--- config.mk ---
export PLATFORM = sky130hd
export DESIGN_NAME = mux_sel_sequencer
export DESIGN_NICKNAME = d
export VERILOG_FILES = /design/src/rtl/mux_seq_pkg.sv /design/src/rtl/mux_next_ch.sv /design/src/rtl/mux_sel_sequencer.sv
export SDC_FILE = /design/constraint.sdc
export NUM_CORES = 1
export LEC_CHECK = 0
export CORE_UTILIZATION = 47
export DETAILED_ROUTE_END_ITERATION = 10
export PLACE_DENSITY = 0.81
export SYNTH_ARGS = -nofsm -noshare
export SYNTH_HDL_FRONTEND = slang
export SYNTH_SLANG_ARGS = --single-unit
--- constraint.sdc ---
create_clock -name clk -period 2.1 [get_ports clk]
set_clock_uncertainty 0.15 [all_clocks]
set_input_delay 0.21 -clock clk [delete_from_list [all_inputs] [get_ports clk]]
set_output_delay 0.21 -clock clk [all_outputs]
set_load 0.05 [all_outputs]
--- src/rtl/mux_seq_pkg.sv ---
// Shared types and helpers for the mux select sequencer.
package mux_seq_pkg;

    localparam int CH_NUM = 4;
    localparam int SEL_W  = 2;

    typedef enum logic {
        IDLE  = 1'b0,
        DWELL = 1'b1
    } seq_state_t;

    // Index of the lowest set bit of a channel mask; 0 when the mask is empty.
    function automatic logic [SEL_W-1:0] lowest_set(input logic [CH_NUM-1:0] mask);
        logic [SEL_W-1:0] idx;
        idx = '0;
        for (int i = CH_NUM - 1; i >= 0; i--) begin
            if (mask[i]) begin
                idx = SEL_W'(i);
            end
        end
        return idx;
    endfunction

endpackage

--- src/rtl/mux_next_ch.sv ---
// Round-robin successor of a channel index within an enable mask.
// wrap is set when no enabled channel exists above the current index,
// in which case next_idx is the lowest enabled channel.
module mux_next_ch
    import mux_seq_pkg::*;
(
    input  logic [CH_NUM-1:0] mask,
    input  logic [SEL_W-1:0]  cur_idx,
    output logic [SEL_W-1:0]  next_idx,
    output logic              wrap
);

    // Scan downward so the last hit is the nearest enabled channel above cur_idx.
    always_comb begin
        next_idx = lowest_set(mask);
        wrap     = 1'b1;
        for (int i = CH_NUM - 1; i >= 0; i--) begin
            if ((i > int'(cur_idx)) && mask[i]) begin
                next_idx = SEL_W'(i);
                wrap     = 1'b0;
            end
        end
    end

endmodule

--- src/rtl/mux_sel_sequencer.sv ---
// Select sequencer for the 4-to-1 mux: steps through enabled channels in
// round-robin order, holds each for dwell+1 cycles, strobes the last cycle
// of each hold and flags frame completion and empty-mask errors.
module mux_sel_sequencer
    import mux_seq_pkg::*;
#(
    parameter int DWELL_W = 8
) (
    input  logic               clk,
    input  logic               rst_n,
    input  logic               start,
    input  logic               stop,
    input  logic [3:0]         ch_en,
    input  logic [DWELL_W-1:0] dwell,
    output logic [1:0]         select,
    output logic               sample_stb,
    output logic               frame_done,
    output logic               busy,
    output logic               err_nochan
);

    seq_state_t         state_q, state_d;
    logic [DWELL_W-1:0] counter_q, counter_d;
    logic [DWELL_W-1:0] dwell_q, dwell_d;
    logic [CH_NUM-1:0]  en_q, en_d;
    logic [SEL_W-1:0]   sel_q, sel_d;
    logic               stop_pend_q, stop_pend_d;
    logic               err_q, err_d;

    logic               hold_end;
    logic [SEL_W-1:0]   adv_idx;
    logic               adv_wrap;

    mux_next_ch u_next_ch (
        .mask     (en_q),
        .cur_idx  (sel_q),
        .next_idx (adv_idx),
        .wrap     (adv_wrap)
    );

    assign hold_end   = (state_q == DWELL) && (counter_q == dwell_q);
    assign sample_stb = hold_end;
    assign frame_done = hold_end && adv_wrap;
    assign busy       = (state_q == DWELL);
    assign select     = sel_q;
    assign err_nochan = err_q;

    // Next-state logic: start/reload handling, hold counting and channel advance.
    always_comb begin
        state_d     = state_q;
        counter_d   = counter_q;
        dwell_d     = dwell_q;
        en_d        = en_q;
        sel_d       = sel_q;
        stop_pend_d = stop_pend_q;
        err_d       = 1'b0;
        case (state_q)
            IDLE: begin
                if (start) begin
                    if (ch_en != '0) begin
                        en_d        = ch_en;
                        dwell_d     = dwell;
                        sel_d       = lowest_set(ch_en);
                        counter_d   = '0;
                        stop_pend_d = stop;
                        state_d     = DWELL;
                    end else begin
                        err_d = 1'b1;
                    end
                end
            end
            DWELL: begin
                if (stop) begin
                    stop_pend_d = 1'b1;
                end
                if (hold_end) begin
                    counter_d = '0;
                    if (!adv_wrap) begin
                        sel_d = adv_idx;
                    end else if (stop_pend_q || stop) begin
                        stop_pend_d = 1'b0;
                        state_d     = IDLE;
                    end else if (ch_en == '0) begin
                        err_d       = 1'b1;
                        stop_pend_d = 1'b0;
                        state_d     = IDLE;
                    end else begin
                        en_d    = ch_en;
                        dwell_d = dwell;
                        sel_d   = lowest_set(ch_en);
                    end
                end else begin
                    counter_d = counter_q + DWELL_W'(1);
                end
            end
            default: begin
                state_d = IDLE;
            end
        endcase
    end

    // State and shadow registers, cleared asynchronously.
    always_ff @(posedge clk or negedge rst_n) begin
        if (!rst_n) begin
            state_q     <= IDLE;
            counter_q   <= '0;
            dwell_q     <= '0;
            en_q        <= '0;
            sel_q       <= '0;
            stop_pend_q <= 1'b0;
            err_q       <= 1'b0;
        end else begin
            state_q     <= state_d;
            counter_q   <= counter_d;
            dwell_q     <= dwell_d;
            en_q        <= en_d;
            sel_q       <= sel_d;
            stop_pend_q <= stop_pend_d;
            err_q       <= err_d;
        end
    end

endmodule

# [Yosys cells after proc, flatten, opt, wreduce, memory -nomap -nowiden]
# Index checks and enable logic that the tools add are counted.
[op_classes] add_sub_neg=1 magnitude_cmp=3 eq_ne=9 n_mux=61 bitwise_logic=1 n_reduce_logical=11
[op_table] operator="$mux W8" n=9
[op_table] operator="$mux W2" n=17
[op_table] operator="$pmux W8 S2" n=2
[op_table] operator="$mux W4" n=6
[op_table] operator="$mux W1" n=22
[op_table] operator="$add A8 B1 Y8 const B" n=1
[op_table] operator="$eq A8 B8 Y1" n=1
[op_table] operator="$ne A2 B2 Y1 const B" n=4
[op_table] operator="$pmux W4 S2" n=1
[op_table] operator="$ne A3 B3 Y1 const B" n=2
[op_table] operator="$pmux W1 S2" n=3
[op_table] operator="$reduce_and A6 Y1" n=1
[op_table] operator="$logic_and A1 B1 Y1" n=5
[op_table] operator="$reduce_and A5 Y1" n=1
[op_table] operator="$gt A2 B2 Y1 const A" n=2
[op_table] operator="$logic_not A4 Y1" n=1
[op_table] operator="$ne A2 B1 Y1 const B" n=2
[op_table] operator="$pmux W2 S2" n=1
[op_table] operator="$reduce_bool A4 Y1" n=1
[op_table] operator="$gt A1 B2 Y1 const A" n=1
[op_table] operator="$reduce_and A2 Y1" n=1
[op_table] operator="$logic_or A1 B1 Y1" n=1
[op_table] operator="$not A1 Y1" n=1
[totals] reg_bits=25 word_cells=93

# [Longest topological paths before layout]
[depth] word_depth=10 depth_mapped=6

# [Modules after synthesis]
# A second synthesis with hierarchy kept.
[unflattened] hier_cells=131 hier_area_um2=1448.9
[modules_own_cells] mod="mux_sel_sequencer" n_inst=1 cells_per_inst=116 area_each_um2=1356.3
[modules_own_cells] mod="mux_next_ch" n_inst=1 cells_per_inst=15 area_each_um2=92.6

# [Worst setup path after synthesis]
# No wires, ideal clock.
[synth_timing] path_kind="flip-flop to flip-flop" from="reg state_q, in the netlist busy" to="reg stop_pend_q" arrival_time_ps=2781 required_time_ps=1799 path_slack_ps=-982 stages_incl_launch_ff=5 n_path_buf=0 cell_sequence="dfrtp_1 -> inv_1 -> nor3_1 -> and2_1 -> a311oi_1"
[synth_between] elab_chain_cells=3
[synth_lines] element="start, declared" line_no="mux_sel_sequencer.sv:22" text="seq_state_t state_q, state_d;"
[synth_lines] element="start signal, assigned" line_no="mux_sel_sequencer.sv:113" text="state_q <= state_d;"
[synth_lines] element="$logic_and A1 B1 Y1" line_no="mux_sel_sequencer.sv:41" text="assign hold_end = (state_q == DWELL) && (counter_q == dwell_q);"
[synth_lines] element="net sample_stb" line_no="mux_sel_sequencer.sv:16" text="output logic sample_stb,"
[synth_lines] element="$mux W1" line_no="mux_sel_sequencer.sv:76" text="if (hold_end) begin"
[synth_lines] element="$pmux W1 S2" line_no="mux_sel_sequencer.sv:57" text="case (state_q)"
[synth_lines] element="end signal, assigned" line_no="mux_sel_sequencer.sv:118" text="stop_pend_q <= stop_pend_d;"
[synth_lines] element="end, declared" line_no="mux_sel_sequencer.sv:27" text="logic stop_pend_q, stop_pend_d;"
# The timed path passes the listed nets, and every way through them passes these cells.
# A chain may end at the register's enable or synchronous reset.

# [Worst setup path in the final report]
[layout_timing] from="reg counter_q[1]" to="out frame_done"
[layout_between] elab_chain_cells=3
[layout_lines] element="start, declared" line_no="mux_sel_sequencer.sv:23" text="logic [DWELL_W-1:0] counter_q, counter_d;"
[layout_lines] element="start signal, assigned" line_no="mux_sel_sequencer.sv:114" text="counter_q <= counter_d;"
[layout_lines] element="$eq A8 B8 Y1" line_no="mux_sel_sequencer.sv:41"
[layout_lines] element="$logic_and A1 B1 Y1" line_no="mux_sel_sequencer.sv:41"
[layout_lines] element="$logic_and A1 B1 Y1" line_no="mux_sel_sequencer.sv:43" text="assign frame_done = hold_end && adv_wrap;"
[layout_lines] element="end, declared" line_no="mux_sel_sequencer.sv:17" text="output logic frame_done,"
# Every way passes these cells.

==> results_dict.tcl <==
set metrics [dict create \
    place_area_sq_mm 0.00182 \
    first_pass_iters 4 \
    clock.fmax_ghz 0.458 \
    finalHoldViolCount 0 \
    synth-edff-count 0 \
    cts_tree "done" \
    numCtsBuffers 3 \
    drc_errors 0 \
    drv_slew 0 \
    vias_per_cell 5.83 \
    die_area_sq_mm 0.00310 \
    overflow 0 \
    core_sq_mm 0.00273 \
    cts_buffer_depth 2 \
    grt_pass1_vias 1242 \
    synthXorXnorAreaFrac 0.0840 \
    wl_per_cell_um 16.7 \
    cpMaxStageDelayCell "dfrtp_1" \
    relSlewSlack 0.660 \
    top_level_ports 22 \
    antenna_cells 0 \
    synth_top_family_by_area "simple AND/OR/NAND/NOR gates" \
    seq_power_share 0.530 \
    grt_usage 0.248 \
    grt_max_degree 25 \
    final_cell_area_sq_mm 0.00194 \
    root_buffer "clkbuf_4" \
    cpPeakStageDelay_ns 0.42 \
    initial_core_util 0.496 \
    synth_fa_ha_area_frac 0.00923 \
    finalSetupViolCount 10 \
    period_share 1.04 \
    synth-main-ff-cell "dfrtp_1" \
    yosysSeqAreaShare 0.443 \
    fin_cells 218 \
    dp_cells 206 \
    finalCriticalPeriod_ns 2.18 \
    p_per_area_mw_per_mm2 450 \
    synth.area.mux_share 0.125 \
    mostFrequentLayoutCells "30 x buf_4, 23 x dfrtp_1, 17 x clkdlybuf4s50_1" \
    drive_gt1_frac 0.299 \
    path_cells "xnor2_1 -> nand4_1 -> buf_4 -> nor3_4 -> and2_4 -> buf_12" \
    clk_latency_ns 0.32 \
    combPwrFrac 0.075 \
    power_mw 0.873 \
    crit_required_ns 1.74 \
    die_h_um 55.7 \
    final_common_cell "buf_4" \
    cap_viol_max_count 0 \
    worstHoldPathType "in2async" \
    synth_area_sq_mm 0.00136 \
    synthToLayoutAreaGrowth_pct 43.0 \
    p_sw_mw 0.180 \
    yosysWarnings 0 \
    cp.arrival_ns 1.82 \
    n_fill_cell 178 \
    syn_nets 149 \
    p_leak_nw 0.910 \
    violations "setup timing" \
    ys_async_sr_fraction 1.00 \
    status "finished, violations left" \
    tightest_slew_ns 0.509 \
    start_kind "flip-flop" \
    cp_max_fo 3 \
    vias 1271 \
    path_class "reg2out" \
    p_int_mw 0.693 \
    rsz0062_at_grt "true" \
    syn_inst 132 \
    path_buf_inv 2 \
    rows 19 \
    drt_wl_total_mm 3.64 \
    drt-initial-drc-count 53 \
    grt_pass1_wl_mm 5.90 \
    die_w_um 55.7 \
    worstSetupEndpointType "primary output" \
    holdWs_ns 0.0595 \
    synth_compound_area_frac 0.139 \
    port_buffers 21 \
    ys_ff_latch 24 \
    vdd_ir_drop_max_v 0.000445 \
    htree_levels 1 \
    hpwl_mm 2.49 \
    p_clk_frac 0.395 \
    synth-simple-area-share 0.178 \
    switching_share 0.206 \
    numClockSinks 24 \
    layout.nets 205 \
    cp_top_family "simple AND/OR/NAND/NOR gates" \
    synth_cell_types 38 \
    routabilityCongestion 0.915 \
    avgSynthCellArea_sq_um 10.3 \
    ant_nets 0 \
    setup_ws_ns -0.0824 \
    antenna_found_initial 0 \
    clk_pin_slew_ns 0.14 \
]
worst register-to-register path: stages (launching register included):
cell and delay (ns):
dfrtp_1 0.42, xnor2_1 0.19, nand4_1 0.19, o41ai_2 0.45
nand2_2 0.16, buf_12 0.17, mux2_4 0.30
through the flow:
stage               setup TNS, ns  utilization  setup WS, ns
floorplan                       0            -        0.0328
global placement           -0.122        0.665       -0.0861
detailed placement         -0.261        0.665        -0.105
CTS                       -0.0284        0.706       -0.0284
global route                -1.31        0.709        -0.179
finish                     -0.228        0.709       -0.0824
area by class of cell:
class	count	area (sq um)	share of cell area
well taps	31	38.8	0.0200
flip-flops and latches	24	602	0.311
inverters	4	15.0	0.00775
repair buffers	53	492	0.254
clock inverters	1	30.0	0.0155
multi-input cells	102	738	0.381
clock buffers	3	22.5	0.0116
cell usage after synthesis (all sizes together), types with 3 or more instances:
cell type / count / area (sq um)
dfrtp: 24 / 601
nor2: 15 / 56.3
mux2: 12 / 169
nand2: 10 / 40.0
xnor2: 10 / 87.6
a21oi: 9 / 45.0
nand3: 6 / 30.0
o21ai: 5 / 25.0
inv: 4 / 15.0
nand4: 4 / 25.0
xor2: 3 / 26.3
cells by family (layout without fill, tap and decap cells):
group	count (synthesis)	in the layout
AND/OR/NAND/NOR	49	49
AO/OA/AOI/OAI	27	27
flip-flops	24	24
XOR/XNOR	13	13
multiplexers	12	12
buffers and inverters	6	61
adder cells (fa/ha/maj)	1	1
metal layers:
layer / vias up / track usage / part of all wire
li1: 590 / - / -
met1: 629 / 0.332 / 0.44
met2: 43 / 0.420 / 0.51
met3: 9 / 0.0163 / 0.032
met4: 0 / 0.100 / 0.017
met5: - / 0 / 0
sequential cells by signal (all words and copies together), names as in the netlist:
signal and flops:
en_q 3, dwell_q 8, busy 1, counter_q 8, select 2, stop_pend_q 1
err_nochan 1
path summary, 6_finish.rpt:
kind	from	endpoint	slack, ns	cells past startpoint
max	counter_q[1]	frame_done	-0.08	6
min	rst_n	select[0]	0.06	2
max reg2reg	counter_q[1]	dwell_q[1]	-0.02	6
min reg2reg	dwell_q[0]	dwell_q[0]	0.40	1
max in group asynchronous	rst_n	busy	1.49	2
min in group clk	dwell[0]	dwell_q[0]	0.34	2
power groups by stage:
stage	combinational [mW]	sequential, mW	clock [mW]
detailed placement	0.0648	0.471	0
floorplan	0.00943	0.471	0
global placement	0.0629	0.471	0
global route	0.0714	0.462	0.368
finish	0.0657	0.462	0.345
CTS	0.0655	0.462	0.347
repair_timing:
action	in CTS	in global routing
setup endpoints to repair	2	16
resized for setup	0	3
setup buffers	8	0
hold buffers	0	0
pin swaps	4	3
(Power assumes the default switching activity.)
